`src/rtl/bus_rr_arbiter.sv`:
```
// Round-robin arbiter sharing one bus device among NrHosts hosts, with in-order response routing.
// Optional burst lock (up to 4 consecutive grants to one host) enabled by BUS_RR_ARBITER_LOCK_EN.
module bus_rr_arbiter #(
  parameter int unsigned NrHosts        = 3,
  parameter int unsigned DataWidth      = 32,
  parameter int unsigned AddressWidth   = 32,
  parameter int unsigned MaxOutstanding = 2
) (
  input  logic                                    clk_i,
  input  logic                                    rst_i,
  input  logic [NrHosts-1:0]                      host_req_i,
  output logic [NrHosts-1:0]                      host_gnt_o,
  input  logic [NrHosts-1:0][AddressWidth-1:0]    host_addr_i,
  input  logic [NrHosts-1:0]                      host_we_i,
  input  logic [NrHosts-1:0][DataWidth/8-1:0]     host_be_i,
  input  logic [NrHosts-1:0][DataWidth-1:0]       host_wdata_i,
  output logic [NrHosts-1:0]                      host_rvalid_o,
  output logic [NrHosts-1:0][DataWidth-1:0]       host_rdata_o,
  output logic [NrHosts-1:0]                      host_err_o,
  output logic                                    device_req_o,
  input  logic                                    device_gnt_i,
  output logic [AddressWidth-1:0]                 device_addr_o,
  output logic                                    device_we_o,
  output logic [DataWidth/8-1:0]                  device_be_o,
  output logic [DataWidth-1:0]                    device_wdata_o,
  input  logic                                    device_rvalid_i,
  input  logic [DataWidth-1:0]                    device_rdata_i,
  input  logic                                    device_err_i,
  output logic                                    protocol_err_o
);

  localparam int unsigned HostW = (NrHosts > 1) ? $clog2(NrHosts) : 1;
  localparam int unsigned PtrW  = (MaxOutstanding > 1) ? $clog2(MaxOutstanding) : 1;
  localparam int unsigned CntW  = $clog2(MaxOutstanding + 1);

  logic [HostW-1:0] rr_ptr_q, rr_ptr_d;
  logic [HostW-1:0] fifo_q [MaxOutstanding];
  logic [PtrW-1:0]  wr_ptr_q, wr_ptr_d, rd_ptr_q, rd_ptr_d;
  logic [CntW-1:0]  count_q, count_d;
  logic             perr_q, perr_d;

  logic [HostW-1:0] winner;
  logic [HostW-1:0] head;
  logic             any_req, full, empty, dev_req, push, pop;
  int unsigned      idx;

  function automatic logic [HostW-1:0] next_host(input logic [HostW-1:0] h);
    return (h == HostW'(NrHosts - 1)) ? '0 : HostW'(h + HostW'(1));
  endfunction

  function automatic logic [PtrW-1:0] next_ptr(input logic [PtrW-1:0] p);
    return (p == PtrW'(MaxOutstanding - 1)) ? '0 : PtrW'(p + PtrW'(1));
  endfunction

  // First requester at or after rr_ptr, wrapping modulo NrHosts.
  always_comb begin
    winner  = '0;
    any_req = 1'b0;
    idx     = 0;
    for (int unsigned i = 0; i < NrHosts; i++) begin
      idx = (32'(rr_ptr_q) + i) % NrHosts;
      if (!any_req && host_req_i[idx]) begin
        any_req = 1'b1;
        winner  = HostW'(idx);
      end
    end
  end

  assign full    = (count_q == CntW'(MaxOutstanding));
  assign empty   = (count_q == '0);
  assign head    = fifo_q[rd_ptr_q];
  assign dev_req = any_req && !full && !rst_i;
  assign push    = dev_req && device_gnt_i;
  assign pop     = device_rvalid_i && !empty && !rst_i;

  assign device_req_o   = dev_req;
  assign device_addr_o  = dev_req ? host_addr_i[winner]  : '0;
  assign device_we_o    = dev_req ? host_we_i[winner]    : 1'b0;
  assign device_be_o    = dev_req ? host_be_i[winner]    : '0;
  assign device_wdata_o = dev_req ? host_wdata_i[winner] : '0;

  assign host_gnt_o     = push ? (NrHosts'(1) << winner) : '0;
  assign host_rvalid_o  = pop ? (NrHosts'(1) << head) : '0;
  assign host_err_o     = (pop && device_err_i) ? (NrHosts'(1) << head) : '0;
  assign host_rdata_o   = {NrHosts{device_rdata_i}};
  assign protocol_err_o = perr_q;

  // Response-routing FIFO bookkeeping and sticky protocol error.
  always_comb begin
    wr_ptr_d = wr_ptr_q;
    rd_ptr_d = rd_ptr_q;
    count_d  = count_q;
    perr_d   = perr_q;
    if (push) wr_ptr_d = next_ptr(wr_ptr_q);
    if (pop)  rd_ptr_d = next_ptr(rd_ptr_q);
    case ({push, pop})
      2'b10:   count_d = CntW'(count_q + CntW'(1));
      2'b01:   count_d = CntW'(count_q - CntW'(1));
      default: count_d = count_q;
    endcase
    if (device_rvalid_i && empty) perr_d = 1'b1;
  end

`ifdef BUS_RR_ARBITER_LOCK_EN
  logic [1:0] lock_cnt_q, lock_cnt_d;

  // Hold the pointer on a locked host until it drops its request or takes 4 grants in a row.
  always_comb begin
    rr_ptr_d   = rr_ptr_q;
    lock_cnt_d = lock_cnt_q;
    if (push) begin
      if (winner == rr_ptr_q && lock_cnt_q != 2'd0) begin
        if (lock_cnt_q == 2'd3) begin
          rr_ptr_d   = next_host(winner);
          lock_cnt_d = 2'd0;
        end else begin
          lock_cnt_d = 2'(lock_cnt_q + 2'd1);
        end
      end else begin
        rr_ptr_d   = winner;
        lock_cnt_d = 2'd1;
      end
    end else if (lock_cnt_q != 2'd0 && !host_req_i[rr_ptr_q]) begin
      rr_ptr_d   = next_host(rr_ptr_q);
      lock_cnt_d = 2'd0;
    end
  end

  always_ff @(posedge clk_i or posedge rst_i) begin
    if (rst_i) lock_cnt_q <= 2'd0;
    else       lock_cnt_q <= lock_cnt_d;
  end
`else
  always_comb begin
    rr_ptr_d = rr_ptr_q;
    if (push) rr_ptr_d = next_host(winner);
  end
`endif

  always_ff @(posedge clk_i or posedge rst_i) begin
    if (rst_i) begin
      rr_ptr_q <= '0;
      wr_ptr_q <= '0;
      rd_ptr_q <= '0;
      count_q  <= '0;
      perr_q   <= 1'b0;
      for (int unsigned i = 0; i < MaxOutstanding; i++) fifo_q[i] <= '0;
    end else begin
      rr_ptr_q <= rr_ptr_d;
      wr_ptr_q <= wr_ptr_d;
      rd_ptr_q <= rd_ptr_d;
      count_q  <= count_d;
      perr_q   <= perr_d;
      if (push) fifo_q[wr_ptr_q] <= winner;
    end
  end

endmodule

```
`config.mk`:
```
export PLATFORM = sky130hd
export DESIGN_NAME = bus_rr_arbiter
export DESIGN_NICKNAME = d
export VERILOG_FILES = /design/src/rtl/bus_rr_arbiter.sv
export SDC_FILE = /design/constraint.sdc
export NUM_CORES = 1
export LEC_CHECK = 0
export ABC_AREA = 1
export CAP_MARGIN = 20
export CORE_AREA = 2 2 164 166
export DETAILED_ROUTE_END_ITERATION = 10
export DIE_AREA = 0 0 166 168
export HOLD_SLACK_MARGIN = 0.1
export MAX_ROUTING_LAYER = met4
export PLACE_DENSITY = 0.6
export SYNTH_ARGS = -nofsm -noshare
export SYNTH_HDL_FRONTEND = slang
export SYNTH_SLANG_ARGS = --single-unit
```
`constraint.sdc`:
```
create_clock -name clk_i -period 2.7 [get_ports clk_i]
set_clock_uncertainty 0.15 [all_clocks]
set_input_delay 0.81 -clock clk_i [delete_from_list [all_inputs] [get_ports clk_i]]
set_output_delay 0.81 -clock clk_i [all_outputs]
set_load 0.02 [all_outputs]
```
==> summary.md <==
| Metric | Value |
|---|---|
| Status | `finished with violations` |
| Failing checks | `negative setup slack` |
| Sequential share of power | `1.8%` |
| Startpoint type of the worst setup path | `flop` |
| Die ar. | `0.0279 sq mm` |
| Crit share post-route | `130%` |
| Post-synthesis register bit count | `11` |
| Total track usage | `15.9%` |
| Initial antenna violation count | `0` |
| Rows | `60` |
| Vias per inst | `4.36` |
| Share of flip-flops with an asynchronous set or reset | `100%` |
| CTS Hold Buffers Added | `0` |
| Final Util | `34.8%` |
| EDFF count, synth | `0` |
| Crit-path cells | `buf_6 -> ha_4 -> inv_6 -> nand2_2 -> nand3_2 -> nand2_2 -> buf_6 -> nand3_4 -> nand2_2 -> nor2_4 -> buf_12 -> buf_12 -> buf_16 -> buf_4 -> nand3_4 -> nand3_2 -> nand2_1 -> inv_2 -> buf_6` |
| Commonest cells post-synth | `nand3_1, buf_4, nand2_1` |
| WL per Instance | `18.8 microns` |
| # setup viols final | `73` |
| Final ANT Viol Nets | `0` |
| Syn avg cell area | `5.55 sq um` |
| Antenna Cells | `0` |
| Nets@finish | `1182` |
| CTS Buf Count | `3` |
| Clock power frac | `1.7%` |
| CTS H-tree lvls | `1` |
| Clk_lat worst skew | `0.24 ns` |
| Setup WS pre-CTS | `-1.62 ns` |
| Post-Syn Nets | `922` |
| Total iterations of the first detailed-routing run | `7` |
| Number of global-route vias before repair | `5677` |
| Die W | `166 microns` |
| CTS Buffer Depth | `2` |
| Initial Util | `14.1%` |
| Worst path bufs/invs | `9` |
| CTS Root Cell | `clkbuf_16` |
| Comb power frac | `96.5%` |
| GR Overflow Total | `0` |
| Count leader, synth | `nand3_1` |
| Sw Pwr | `8.05 mW` |
| Synth area leader | `nand3_1` |
| Critical path data required time | `1.74 ns` |
| DIE HEIGHT | `168 microns` |
| Layout fillers | `2721` |
| Post-Syn Instances | `671` |
| Area grow syn2layout | `146%` |
| Clock sinks | `11` |
| Reg clk slew, reported paths | `0.04 ns` |
| Synth Cell Area | `0.00373 sq mm` |
| Total core area | `0.0264 sq mm` |
| Sw frac | `52.1%` |
| IO Port Bufs | `294` |
| HPWL Detailed | `14100 microns` |
| Post-synth cell types | `27` |
| Fmax | `284 MHz` |
| Pleak | `3.95 nW` |
| CP arrival | `2.56 ns` |
| Vias | `5539` |
| Critical Path Max Stage Delay | `0.39 ns` |
| Hold Vio Cnt, Final | `0` |
| P_int | `7.39 mW` |
| Post-route cell area | `0.00916 sq mm` |
| First-pass GRT wire length | `33600 microns` |
| Layout cells sized above 1 | `49.0%` |
| Largest net degree at the start of global routing | `37` |
| Slew HR | `68.6%` |
| Synth top area share | `32.1%` |
| Hold_ws | `0.306 ns` |
| Wirelength, routed | `23900 microns` |
| Fin crit period | `3.52 ns` |
| Setup crit end kind | `output port` |
| VDD IR max | `0.823 mV` |
| Drc violations | `0` |
| Unrepaired setup endpoints after global routing | `true` |
| Setup CP Type | `reg2out` |
| Main synth FF type | `dfrtp_1` |
| Synth warn | `0` |
| CTS tree | `yes` |
| Max-cap violations | `0` |
| Total power divided by cell area | `1690 mW/mm^2` |
| CP max-delay cell | `dfrtp_1` |
| Crit path max-delay family | `buffers and inverters` |
| Top cells by area, synth | `nand3_1, buf_4, nand2_1` |
| Initial DRC Count | `228` |
| Sequential share of the synthesized area | `7.39%` |
| Peak fanout along the critical path | `7` |
| Min-delay worst type | `reg2reg` |
| Final Max Tran Viols | `0` |
| Io pins | `423` |
| DP Area | `0.00732 sq mm` |
| Actual slew at the worst max-slew pin | `0.470 ns` |
| Final WS setup | `-0.819 ns` |
| GPL Wtd Cong | `0.876` |
[path summary, 6_finish.rpt]
path                           startpoint                  to  slack, ns  depth (start not counted)
hold / removal             protocol_err_o      protocol_err_o       0.31                          1
setup reg to reg              rr_ptr_q[1]          count_q[1]       0.07                         16
setup / recovery              rr_ptr_q[1]  device_wdata_o[11]      -0.82                         19
max in group asynchronous           rst_i          count_q[0]       1.58                          3
min in group asynchronous           rst_i          count_q[1]       0.53                          3
hold reg to reg            protocol_err_o      protocol_err_o       0.31                          1
[final cells by class]
cell class              instances  area (sq um)  area share, %
clock buffers                   4          78.8          0.860
inverters                      89           377           4.11
multi-input cells             425          3440           37.5
flip-flops and latches         11           275           3.00
well taps                     341           427           4.66
repair buffers                401          4570           49.8
[power by group through the flow]
stage	Combinational, mW	Clock [mW]	Sequential (mW)
after floorplan	6.70	0	0.279
after global placement	9.95	0	0.271
after detailed placement	10.1	0	0.274
after CTS	13.6	0.277	0.280
after global routing	15.9	0.286	0.291
final	14.9	0.268	0.280
[flip-flops by register name (all words and copies together), names as in the netlist]
register / flops
wr_ptr_q: 1
protocol_err_o: 1
rd_ptr_q: 1
rr_ptr_q: 2
fifo_q: 4
count_q: 2
[layer usage]
layer	up-vias	GRT usage (%)	wire, microns
li1	2623	-	-
met1	2626	18.2	9620
met2	221	29.6	12500
met3	69	1.55	1210
met4	0	4.01	586
met5	-	-	0
[layout by cell type (no fill, tap or decap), types with 2 or more instances in the layout]
master	netlist	layout
buf_8	0	5
o21ai_1	5	3
a21oi_4	0	46
nand2_8	0	3
nand2_1	93	62
buf_4	100	50
nor2_4	1	7
nand2_4	2	6
ha_4	0	2
inv_1	84	25
inv_8	0	3
nor2_1	11	4
xnor2_1	2	2
clkbuf_16	0	8
nand3_1	239	146
nand3_4	2	15
clkdlybuf4s50_1	0	209
buf_16	0	13
buf_6	5	85
buf_2	34	5
nand2_2	5	29
o21ai_0	4	4
inv_2	5	58
nand3_2	3	83
dfrtp_1	11	11
buf_12	0	27
[kinds of logic after synthesis]
logic type      after synthesis  share of synthesized area [%]
flops                        11                           7.38
xor+xnor                      3                          0.705
simple gates                358                           46.4
compound gates               59                           8.06
mux                           1                          0.269
buf+inv                     235                           35.9
fa+ha+maj                     4                           1.34
[stage by stage]
step	instances	power, mW	setup TNS [ns]
CTS	1256	14.2	-52.45
detailed placement	1207	10.3	-119.81
finish	1271	15.4	-53.23
global route	1271	16.4	-62.87
floorplan	671	6.97	-11.92
global placement	1207	10.2	-117.75
[repair_timing]
action / in CTS / in global routing
cloned: 15 / 6
resized for setup: 553 / 157
pin swaps: 27 / 45
setup endpoints to repair: 86 / 80
buffers inserted: 31 / 15
No activity file was read; power rests on OpenSTA's default activity.
